File: src/rtl/packet_parse_pkg.sv
// Shared command encodings, field lengths and parser state type.
package packet_parse_pkg;

  localparam logic [8:0] CMD_ACK      = 9'b0_0000_0010;
  localparam logic [8:0] CMD_QUERY    = 9'b0_0000_0100;
  localparam logic [8:0] CMD_QUERYADJ = 9'b0_0000_1000;
  localparam logic [8:0] CMD_KILL     = 9'b0_0001_0000;
  localparam logic [8:0] CMD_REQRN    = 9'b0_0100_0000;
  localparam logic [8:0] CMD_READ     = 9'b0_1000_0000;
  localparam logic [8:0] CMD_WRITE    = 9'b1_0000_0000;
  localparam logic [8:0] CMD_MASK     = CMD_ACK | CMD_QUERY | CMD_QUERYADJ | CMD_KILL |
                                        CMD_REQRN | CMD_READ | CMD_WRITE;

  localparam int QUERY_SKIP_LEN    = 9;
  localparam int QUERYADJ_SKIP_LEN = 2;
  localparam int RFU_LEN           = 3;
  localparam int EBV_GROUP_LEN     = 8;

  typedef enum logic [3:0] {
    ST_IDLE   = 4'd0,
    ST_SKIP   = 4'd1,
    ST_QFIELD = 4'd2,
    ST_BANK   = 4'd3,
    ST_EBV    = 4'd4,
    ST_WORDS  = 4'd5,
    ST_DATA   = 4'd6,
    ST_RFU    = 4'd7,
    ST_HANDLE = 4'd8,
    ST_DONE   = 4'd9
  } state_e;

  // Exactly one bit set, and that bit is a defined command.
  function automatic logic cmd_valid(input logic [8:0] ptype);
    return $onehot(ptype) && ((ptype & CMD_MASK) != 9'd0);
  endfunction

  function automatic int max_of(input int a, input int b);
    return (a > b) ? a : b;
  endfunction

endpackage

File: src/rtl/handle_cmp.sv
// Bit-serial handle comparator, MSB first, one bit per edge while active.
module handle_cmp #(
  parameter int HANDLE_W = 16,
  parameter int IDX_W    = 5
) (
  input  logic                bitinclk,
  input  logic                clr,
  input  logic                active,
  input  logic [IDX_W-1:0]    idx,
  input  logic                bitin,
  input  logic [HANDLE_W-1:0] handle,
  output logic                match,
  output logic                fail,
  output logic                miss,
  output logic                early
);

  localparam logic [IDX_W-1:0] LAST_IDX = IDX_W'(HANDLE_W - 1);

  logic [HANDLE_W-1:0] handle_sh;
  logic                bit_ok;
  logic                last_ok;

  // Shift rather than index so the expected bit is always the MSB.
  assign handle_sh = handle << idx;
  assign bit_ok    = (bitin == handle_sh[HANDLE_W-1]);
  assign miss      = active & ~bit_ok;
  assign last_ok   = active & bit_ok & (idx == LAST_IDX) & ~fail;
  assign early     = match | last_ok;

  // Sticky match/fail flags, cleared at the start of every packet.
  always_ff @(posedge bitinclk) begin
    if (clr) begin
      match <= 1'b0;
      fail  <= 1'b0;
    end else begin
      if (miss)    fail  <= 1'b1;
      if (last_ok) match <= 1'b1;
    end
  end

endmodule

File: src/rtl/packet_parse_ebv.sv
// Serial command field parser: one bit per bitinclk edge, routed by a latched one-hot command.
//
//  state     | meaning
//  ST_IDLE   | wait for valid command; its first bit is consumed on the latching edge
//  ST_SKIP   | discard QUERY/QUERYADJ leading bits
//  ST_QFIELD | shift Q (QUERY) or UpDn (QUERYADJ)
//  ST_BANK   | 2-bit memory bank
//  ST_EBV    | 8-bit groups: extension flag then 7 pointer bits
//  ST_WORDS  | READ word count
//  ST_DATA   | WRITE data / KILL password half, de-covered with currentrn
//  ST_RFU    | KILL reserved bits, ignored
//  ST_HANDLE | serial handle compare
//  ST_DONE   | packet finished, bits ignored, outputs held
module packet_parse_ebv
  import packet_parse_pkg::*;
#(
  parameter int HANDLE_W  = 16,
  parameter int PTR_W     = 16,
  parameter int WORDCNT_W = 8,
  parameter int DATA_W    = 16
) (
  input  logic                 bitinclk,
  input  logic                 reset,
  input  logic                 pkt_start,
  input  logic                 bitin,
  input  logic [8:0]           packettype,
  input  logic [HANDLE_W-1:0]  currenthandle,
  input  logic [DATA_W-1:0]    currentrn,
  output logic [3:0]           rx_q,
  output logic [2:0]           rx_updn,
  output logic [1:0]           readwritebank,
  output logic [PTR_W-1:0]     readwriteptr,
  output logic [WORDCNT_W-1:0] readwords,
  output logic                 writedataout,
  output logic                 writedataen,
  output logic                 handlematch,
  output logic                 handlematch_early,
  output logic                 ptr_overflow,
  output logic                 matchfailed,
  output logic                 parse_done
);

  localparam int MAX_FIELD = max_of(max_of(HANDLE_W, DATA_W), max_of(WORDCNT_W, QUERY_SKIP_LEN));
  localparam int CNT_W     = $clog2(MAX_FIELD) + 1;

  localparam logic [CNT_W-1:0] LAST_QSKIP  = CNT_W'(QUERY_SKIP_LEN - 1);
  localparam logic [CNT_W-1:0] LAST_QASKIP = CNT_W'(QUERYADJ_SKIP_LEN - 1);
  localparam logic [CNT_W-1:0] LAST_Q      = CNT_W'(3);
  localparam logic [CNT_W-1:0] LAST_UPDN   = CNT_W'(2);
  localparam logic [CNT_W-1:0] LAST_BANK   = CNT_W'(1);
  localparam logic [CNT_W-1:0] LAST_EBV    = CNT_W'(EBV_GROUP_LEN - 1);
  localparam logic [CNT_W-1:0] LAST_WORDS  = CNT_W'(WORDCNT_W - 1);
  localparam logic [CNT_W-1:0] LAST_DATA   = CNT_W'(DATA_W - 1);
  localparam logic [CNT_W-1:0] LAST_RFU    = CNT_W'(RFU_LEN - 1);
  localparam logic [CNT_W-1:0] LAST_HANDLE = CNT_W'(HANDLE_W - 1);

  state_e           state, state_nx, st_eff;
  logic [CNT_W-1:0] cnt, cnt_nx, cnt_eff, last_idx;
  logic [8:0]       ptype, ptype_eff;
  logic             is_query;
  logic             ebv_ext;
  logic             field_end;
  logic             consume;
  logic             hs_miss;
  logic [DATA_W-1:0] rn_sh;

  function automatic state_e first_state(input logic [8:0] p);
    state_e s;
    s = ST_IDLE;
    if (p == CMD_QUERY || p == CMD_QUERYADJ)  s = ST_SKIP;
    else if (p == CMD_ACK || p == CMD_REQRN)  s = ST_HANDLE;
    else if (p == CMD_READ || p == CMD_WRITE) s = ST_BANK;
    else if (p == CMD_KILL)                   s = ST_DATA;
    return s;
  endfunction

  // In IDLE the current bit is treated as bit 0 of the new command's first field.
  always_comb begin
    st_eff    = state;
    ptype_eff = ptype;
    cnt_eff   = cnt;
    if (state == ST_IDLE) begin
      ptype_eff = packettype;
      cnt_eff   = '0;
      st_eff    = cmd_valid(packettype) ? first_state(packettype) : ST_IDLE;
    end
  end

  assign is_query = (ptype_eff == CMD_QUERY);
  assign consume  = (st_eff != ST_IDLE) && (st_eff != ST_DONE);

  // Last bit index of the field being received.
  always_comb begin
    last_idx = '0;
    case (st_eff)
      ST_SKIP:   last_idx = is_query ? LAST_QSKIP : LAST_QASKIP;
      ST_QFIELD: last_idx = is_query ? LAST_Q : LAST_UPDN;
      ST_BANK:   last_idx = LAST_BANK;
      ST_EBV:    last_idx = LAST_EBV;
      ST_WORDS:  last_idx = LAST_WORDS;
      ST_DATA:   last_idx = LAST_DATA;
      ST_RFU:    last_idx = LAST_RFU;
      ST_HANDLE: last_idx = LAST_HANDLE;
      default:   last_idx = '0;
    endcase
  end

  assign field_end = (cnt_eff == last_idx);

  // Field sequencing; a handle mismatch ends the packet immediately.
  always_comb begin
    state_nx = state;
    cnt_nx   = cnt;
    if (consume) begin
      state_nx = st_eff;
      cnt_nx   = field_end ? '0 : cnt_eff + CNT_W'(1);
      if (st_eff == ST_HANDLE && hs_miss) begin
        state_nx = ST_DONE;
        cnt_nx   = '0;
      end else if (field_end) begin
        case (st_eff)
          ST_SKIP:   state_nx = ST_QFIELD;
          ST_QFIELD: state_nx = ST_DONE;
          ST_BANK:   state_nx = ST_EBV;
          ST_EBV:    if (!ebv_ext) state_nx = (ptype_eff == CMD_READ) ? ST_WORDS : ST_DATA;
          ST_WORDS:  state_nx = ST_HANDLE;
          ST_DATA:   state_nx = (ptype_eff == CMD_KILL) ? ST_RFU : ST_HANDLE;
          ST_RFU:    state_nx = ST_HANDLE;
          ST_HANDLE: state_nx = ST_DONE;
          default:   state_nx = st_eff;
        endcase
      end
    end
  end

  assign rn_sh = currentrn << cnt_eff;

  // State, counter and field registers; pkt_start clears exactly like reset.
  always_ff @(posedge bitinclk) begin
    if (reset || pkt_start) begin
      state         <= ST_IDLE;
      cnt           <= '0;
      ptype         <= '0;
      ebv_ext       <= 1'b0;
      rx_q          <= '0;
      rx_updn       <= '0;
      readwritebank <= '0;
      readwriteptr  <= '0;
      readwords     <= '0;
      ptr_overflow  <= 1'b0;
      writedataout  <= 1'b0;
      writedataen   <= 1'b0;
    end else begin
      state       <= state_nx;
      cnt         <= cnt_nx;
      ptype       <= ptype_eff;
      writedataen <= (st_eff == ST_DATA);
      case (st_eff)
        ST_QFIELD: begin
          if (is_query) rx_q    <= {rx_q[2:0], bitin};
          else          rx_updn <= {rx_updn[1:0], bitin};
        end
        ST_BANK:  readwritebank <= {readwritebank[0], bitin};
        ST_EBV: begin
          if (cnt_eff == '0) begin
            ebv_ext <= bitin;
          end else begin
            readwriteptr <= (readwriteptr << 1) | PTR_W'(bitin);
            if (readwriteptr[PTR_W-1]) ptr_overflow <= 1'b1;
          end
        end
        ST_WORDS: readwords    <= (readwords << 1) | WORDCNT_W'(bitin);
        ST_DATA:  writedataout <= bitin ^ rn_sh[DATA_W-1];
        default: ;
      endcase
    end
  end

  assign parse_done = (state == ST_DONE);

  handle_cmp #(
    .HANDLE_W (HANDLE_W),
    .IDX_W    (CNT_W)
  ) u_handle_cmp (
    .bitinclk (bitinclk),
    .clr      (reset | pkt_start),
    .active   (st_eff == ST_HANDLE),
    .idx      (cnt_eff),
    .bitin    (bitin),
    .handle   (currenthandle),
    .match    (handlematch),
    .fail     (matchfailed),
    .miss     (hs_miss),
    .early    (handlematch_early)
  );

endmodule

File: config.mk
export PLATFORM = sky130hd
export DESIGN_NAME = packet_parse_ebv
export DESIGN_NICKNAME = d
export VERILOG_FILES = /design/src/rtl/packet_parse_pkg.sv /design/src/rtl/handle_cmp.sv /design/src/rtl/packet_parse_ebv.sv
export SDC_FILE = /design/constraint.sdc
export NUM_CORES = 1
export LEC_CHECK = 0
export CORE_UTILIZATION = 36
export CTS_CLUSTER_SIZE = 30
export DETAILED_ROUTE_END_ITERATION = 10
export SYNTH_ARGS = -nofsm -noshare
export SYNTH_HDL_FRONTEND = slang
export SYNTH_HIERARCHICAL = 1
export SYNTH_SLANG_ARGS = --single-unit
File: constraint.sdc
create_clock -name bitinclk -period 8.4 [get_ports bitinclk]
set_input_delay 1.68 -clock bitinclk [delete_from_list [all_inputs] [get_ports bitinclk]]
set_output_delay 1.68 -clock bitinclk [all_outputs]
set_load 0.02 [all_outputs]
# [Yosys cells after proc, flatten, opt, wreduce, memory -nomap -nowiden]
# Cells that the tools add are included.
[op_classes] bitwise=13 n_addsub=9 eq_ne=24 shifts=2 mux=19 reduce_logical=20
[op_table] op="case mux 4 bit (6 select lines)" count=2
[op_table] op="2-to-1 mux 4 bit" count=9
[op_table] op="left shift 16 x 5 -> 16 bit" count=2
[op_table] op="== test 9 x 3 -> 1 bit (second input constant)" count=2
[op_table] op="== test 9 x 5 -> 1 bit (second input constant)" count=2
[op_table] op="== test 9 x 8 -> 1 bit (second input constant)" count=2
[op_table] op="== test 4 x 3 -> 1 bit (second input constant)" count=4
[op_table] op="OR 16 x 1 -> 16 bit" count=1
[op_table] op="2-to-1 mux 5 bit" count=3
[op_table] op="== test 9 x 2 -> 1 bit (second input constant)" count=1
[op_table] op="== test 9 x 4 -> 1 bit (second input constant)" count=1
[op_table] op="== test 9 x 7 -> 1 bit (second input constant)" count=1
[op_table] op="== test 9 bit (second input constant)" count=1
[op_table] op="2-to-1 mux 9 bit" count=1
[op_table] op="nonzero test 9 bit" count=1
[op_table] op="adder 1 x 1 -> 2 bit" count=4
[op_table] op="== test 4 x 1 -> 1 bit (second input constant)" count=2
[op_table] op="== test 4 x 2 -> 1 bit (second input constant)" count=2
[op_table] op="== test 4 bit (second input constant)" count=2
[op_table] op="OR 8 x 1 -> 8 bit" count=1
[op_table] op="AND reduction 2 bit" count=4
[op_table] op="OR reduction 2 bit" count=4
[op_table] op="adder 2 x 2 -> 3 bit" count=2
[op_table] op="2-to-1 mux 3 bit" count=2
[op_table] op="other kinds (19)" count=31
[word_totals] ff_bits=57 input_bits=45 wordCells=101 output_inout_bits=40

# [Longest topological paths before layout]
[logic_depth] depth_word=14 mapped_depth=21 mapped_depth_nobuf=18

# [Cells and area by module]
# Netlist, hierarchy kept.
[modules_own_cells] module="packet_parse_ebv" instances=1 area_per_inst_um2=3136.8 cells_per_inst=386 seq_area_each_um2=1101.1
[modules_own_cells] module="handle_cmp" instances=1 area_per_inst_um2=347.8 cells_per_inst=36 seq_area_each_um2=40.0

# [Worst setup path after synthesis]
# OpenSTA, ideal clock, no wires.
[synth_path] path_type="in2out" start="input port packettype[3]" end="output port handlematch_early" t_required_ns=6.720 cell_stages=18 path_buffers=1 slack_ns=0.560 t_arrival_ns=6.160 cell_sequence="clkbuf_1 -> inv_1 -> fa_1 -> fa_1 -> fa_1 -> inv_1 -> fa_1 -> inv_1 -> fa_1 -> nand3b_1 -> a211oi_4 -> a31oi_2 -> nand4_1 -> inv_1 -> nand3_1 -> nor4_1 -> nand2_1 -> o211ai_1"
[synth_between] elab_chain_len=13 word_cells_on_any_way=28 classes_between="add/sub: 4; eq/ne: 9; mux: 6; bitwise: 4; reduce/logical: 5"
[synth_lines] element="start: declaration" line_no="packet_parse_ebv.sv:26" rtl="input logic [8:0] packettype,"
[synth_lines] element="adder 1 x 1 -> 2 bit (implied by the code)" line_no="packet_parse_pkg.sv:34" rtl="return $onehot(ptype) && ((ptype & CMD_MASK) != 9'd0);"
[synth_lines] element="adder 2 x 2 -> 3 bit (implied by the code)" line_no="packet_parse_pkg.sv:34"
[synth_lines] element="adder 3 x 3 -> 4 bit (implied by the code)" line_no="packet_parse_pkg.sv:34"
[synth_lines] element="adder 4 x 1 -> 4 bit (implied by the code)" line_no="packet_parse_pkg.sv:34"
[synth_lines] element="== test 4 x 1 -> 1 bit" line_no="packet_parse_pkg.sv:34"
[synth_lines] element="logical AND 1 bit" line_no="packet_parse_pkg.sv:34"
[synth_lines] element="2-to-1 mux 4 bit (*)" line_no="packet_parse_ebv.sv:85" rtl="st_eff = cmd_valid(packettype) ? first_state(packettype) : ST_IDLE;"
[synth_lines] element="2-to-1 mux 4 bit (*)" line_no="packet_parse_ebv.sv:82" rtl="if (state == ST_IDLE) begin"
[synth_lines] element="== test 4 bit (*)" line_no="packet_parse_ebv.sv:187" rtl=".active (st_eff == ST_HANDLE),"
[synth_lines] element="bitwise AND 1 bit (*) (3 in a row)" line_no="handle_cmp.sv:28" rtl="assign last_ok = active & bit_ok & (idx == LAST_IDX) & ~fail;"
[synth_lines] element="OR 1 bit (*)" line_no="handle_cmp.sv:29" rtl="assign early = match | last_ok;"
[synth_lines] element="end: declaration" line_no="packet_parse_ebv.sv:37" rtl="output logic handlematch_early,"
# Every way passes the cells marked *; elsewhere a longest branch is shown, timed or not.

# [Worst setup path after layout]
[layout_path] start="input port packettype[0]" end="output port handlematch_early"
# The elaborated chain is that of the path after synthesis.

==> impl_metrics.tcl <==
set metrics [dict create \
    worstSetupPathType "in -> out" \
    fillCellCount 932 \
    min_period_over_period_pct 95.9 \
    routed_wl_um 9150 \
    gp_congestion 0.839 \
    cts_tree "yes" \
    routed_via_density 5.23 \
    slowest_delay_ns 0.57 \
    place_hpwl_um 6590 \
    yosys.area.top_type_share_pct 32.7 \
    cp_num_buf_inv 7 \
    first_pass_iters 4 \
    yosysUniqueCellTypes 65 \
    core_area_mm2 0.00933 \
    die_h_um 100 \
    cts_max_path_buffers 2 \
    ys_seq_area_share_pct 32.7 \
    status "completed" \
    grt_util_all_layers_pct 19.0 \
    clkSinkCount 57 \
    clock_latency_ns 0.33 \
    ys_seq_elements 57 \
    cpMostUsedCell "fa_1" \
    grt_pass1_vias 3260 \
    rows 35 \
    hp-class "reg -> reg" \
    cp_max_fo 6 \
    drive_above_1_share_pct 10.9 \
    setup_viol 0 \
    irDropWorstVdd_mv 0.0893 \
    critical_path_arrival_ns 6.37 \
    maxSlewViolCount 0 \
    area_growth_pct 34.1 \
    syn_inst 422 \
    place_inst 626 \
    h-tree-depth 3 \
    grt_max_degree 57 \
    yosys-top-cells-area "dfxtp_1 33%, nand2_1 7.8%, mux2i_1 6.9%" \
    route.detailed.drc 0 \
    critical_path_required_ns 6.72 \
    hold_viol_final 0 \
    nNetsFinal 564 \
    die_area_mm2 0.0101 \
    cts-hold-fix-buffers 0 \
    synth_area_mm2 0.00348 \
    tns_ns 0 \
    fin_crit_ns 8.05 \
    synth_edf_count 0 \
    drtAntennaViolNets 0 \
    clockRootBuffer "clkbuf_8" \
    yosysTopAreaCell "dfxtp_1" \
    grt.overflow.total 0 \
    cts_buffers 9 \
    wl_per_cell_um 14.3 \
    power_mw 0.877 \
    grt_pass1_wl_um 15300 \
    io_pins 85 \
    slew_headroom_pct 35.2 \
    drt_iter0_drc 174 \
    vias 3357 \
    multi_input_area_mm2 0.00214 \
    worst_path_max_delay_cell "fa_1" \
    yosysWarnings 6 \
    postSynthAreaPerCell_um2 8.26 \
    io_buffer_count 84 \
    die_w_um 100 \
    antennaDiodeCount 0 \
    drv_cap 0 \
    seq_area_mm2 0.00114 \
    finClkSkew_ns 0.0115 \
    tightestPinTransition_ns 0.963 \
    leakage_nw 1.82 \
    clkTransAtPathRegs_ns 0.06 \
    grt_antenna_before_repair 0 \
    start_util_pct 37.4 \
    crit_path_start_kind "input port" \
    syn_nets 478 \
    rsz0062_at_grt "no" \
    fmax_ghz 0.124 \
    end_kind "output port" \
    synth_ff_type "dfxtp_1" \
    cp_top_family "adder cells" \
    stdcell_count 642 \
    cellPowerDensity_mw_per_mm2 188 \
    cp_cell_sequence "clkdlybuf4s50_1, inv_1, fa_1, fa_1, fa_1, inv_1, fa_1, inv_1, fa_1, nand3b_1, a211oi_4, a31oi_2, nand4_1, inv_1, nand3_1, nor4_1, buf_4, nand2_1, o211ai_1, dlygate4sd2_1" \
    async_reset_ff_share_pct 0 \
]
==> kinds of logic after synthesis <==
group	Yosys count	share of synthesized area [%]
buffers and inverters	48	6.14
AND/OR/NAND/NOR	176	24.7
AO/OA/AOI/OAI	92	18.9
multiplexers	31	10.8
flip-flops	57	32.7
XOR/XNOR	7	1.76
adder cells (fa/ha/maj)	11	5.03
==> metrics by stage <==
stage / instance area (µm²) / util, % / setup slack (ns) / hold WS, ns
after floorplan: 3480 / - / 0.560 / 0.436
after global placement: 4470 / 47.9 / 0.0654 / 0.446
after detailed placement: 4470 / 47.9 / -0.0399 / 0.450
after CTS: 4670 / 50.0 / 0.240 / 0.461
after global routing: 4670 / 50.1 / 0.0421 / 0.471
final: 4670 / 50.1 / 0.345 / 0.457
==> sequential cells by signal, summed over array words and instances (netlist names) <==
register / count
readwriteptr: 16
u_handle_cmp/fail: 1
readwritebank: 2
writedataout: 1
state: 4
cnt: 5
ptype: 9
rx_updn: 3
u_handle_cmp/match: 1
writedataen: 1
readwords: 8
rx_q: 4
ptr_overflow: 1
ebv_ext: 1
==> worst min-delay path: stages (launching register included) <==
cell	delay (ns)
dfxtp_1	0.31
nand2_1	0.05
a21oi_1	0.05
==> power breakdown <==
part	leakage (nW)	switching, mW	internal (mW)
sequential	0.460	0.0134	0.282
combinational	1.26	0.207	0.117
clock	0.0964	0.120	0.138
==> cell usage in the layout, fill, tap and decap left out, types with 5 or more instances in the layout <==
master           instances
nand4_1                  5
and2_1                   5
nand2_1                 72
mux2i_1                 24
nor2_1                  40
o21ai_0                  8
dfxtp_1                 57
nand3_1                 15
clkbuf_8                 9
xnor2_1                  5
a31oi_1                  7
a21oi_1                 37
fa_1                     5
buf_4                   14
ha_1                     6
mux4_2                   5
clkdlybuf4s50_1         83
nor4_1                   5
inv_1                   23
nor3_1                   6
==> area by class of cell <==
class,instances,area share [%]
sequential,57,24.4
clock buffer,10,2.73
timing repair buffer,98,20.2
inverter,25,2.01
multi-input combinational,317,45.7
clock inverter,6,1.47
tap,129,3.45
==> path summary, 6_finish.rpt <==
kind              slack [ns]     startpoint                end  cells after the start
setup / recovery        0.35  packettype[0]  handlematch_early                     20
hold / removal          0.46       ptype[1]           ptype[1]                      2
setup reg to reg        4.76       state[0]           state[2]                      9
hold reg to reg         0.46       ptype[1]           ptype[1]                      2
==> layer usage <==
| metal | vias to the layer above | part of all wire (%) | global-route usage [%] |
|---|---|---|---|
| met2 | 77 | 47 | 30.0 |
| met4 | 0 | 1.0 | 6.91 |
| met3 | 6 | 5.2 | 5.92 |
| li1 | 1674 | - | - |
| met1 | 1600 | 47 | 24.5 |
| met5 | - | 0 | 0 |
==> cell usage after synthesis (all sizes together) (3+ instances only) <==
library cell  count
fa                5
nor3              6
nor2b             4
nor2             40
nor3b             4
nand3b            3
a21oi            38
nand3            15
a211oi            6
nor4              6
clkbuf           16
buf               7
inv              24
dfxtp            57
o211ai            5
and3              3
a32oi             4
o21ai            10
nand4             6
and2              6
xnor2             5
a31oi             9
mux4              5
mux2i            24
nand2            72
a31o              4
ha                6
==> timing repair <==
action	4_1_cts	5_1_grt
setup buffers	0	0
gates resized for setup	1	1
endpoints found under the setup margin	1	1
pin swaps	0	1
No activity file was read; power rests on OpenSTA's default activity.
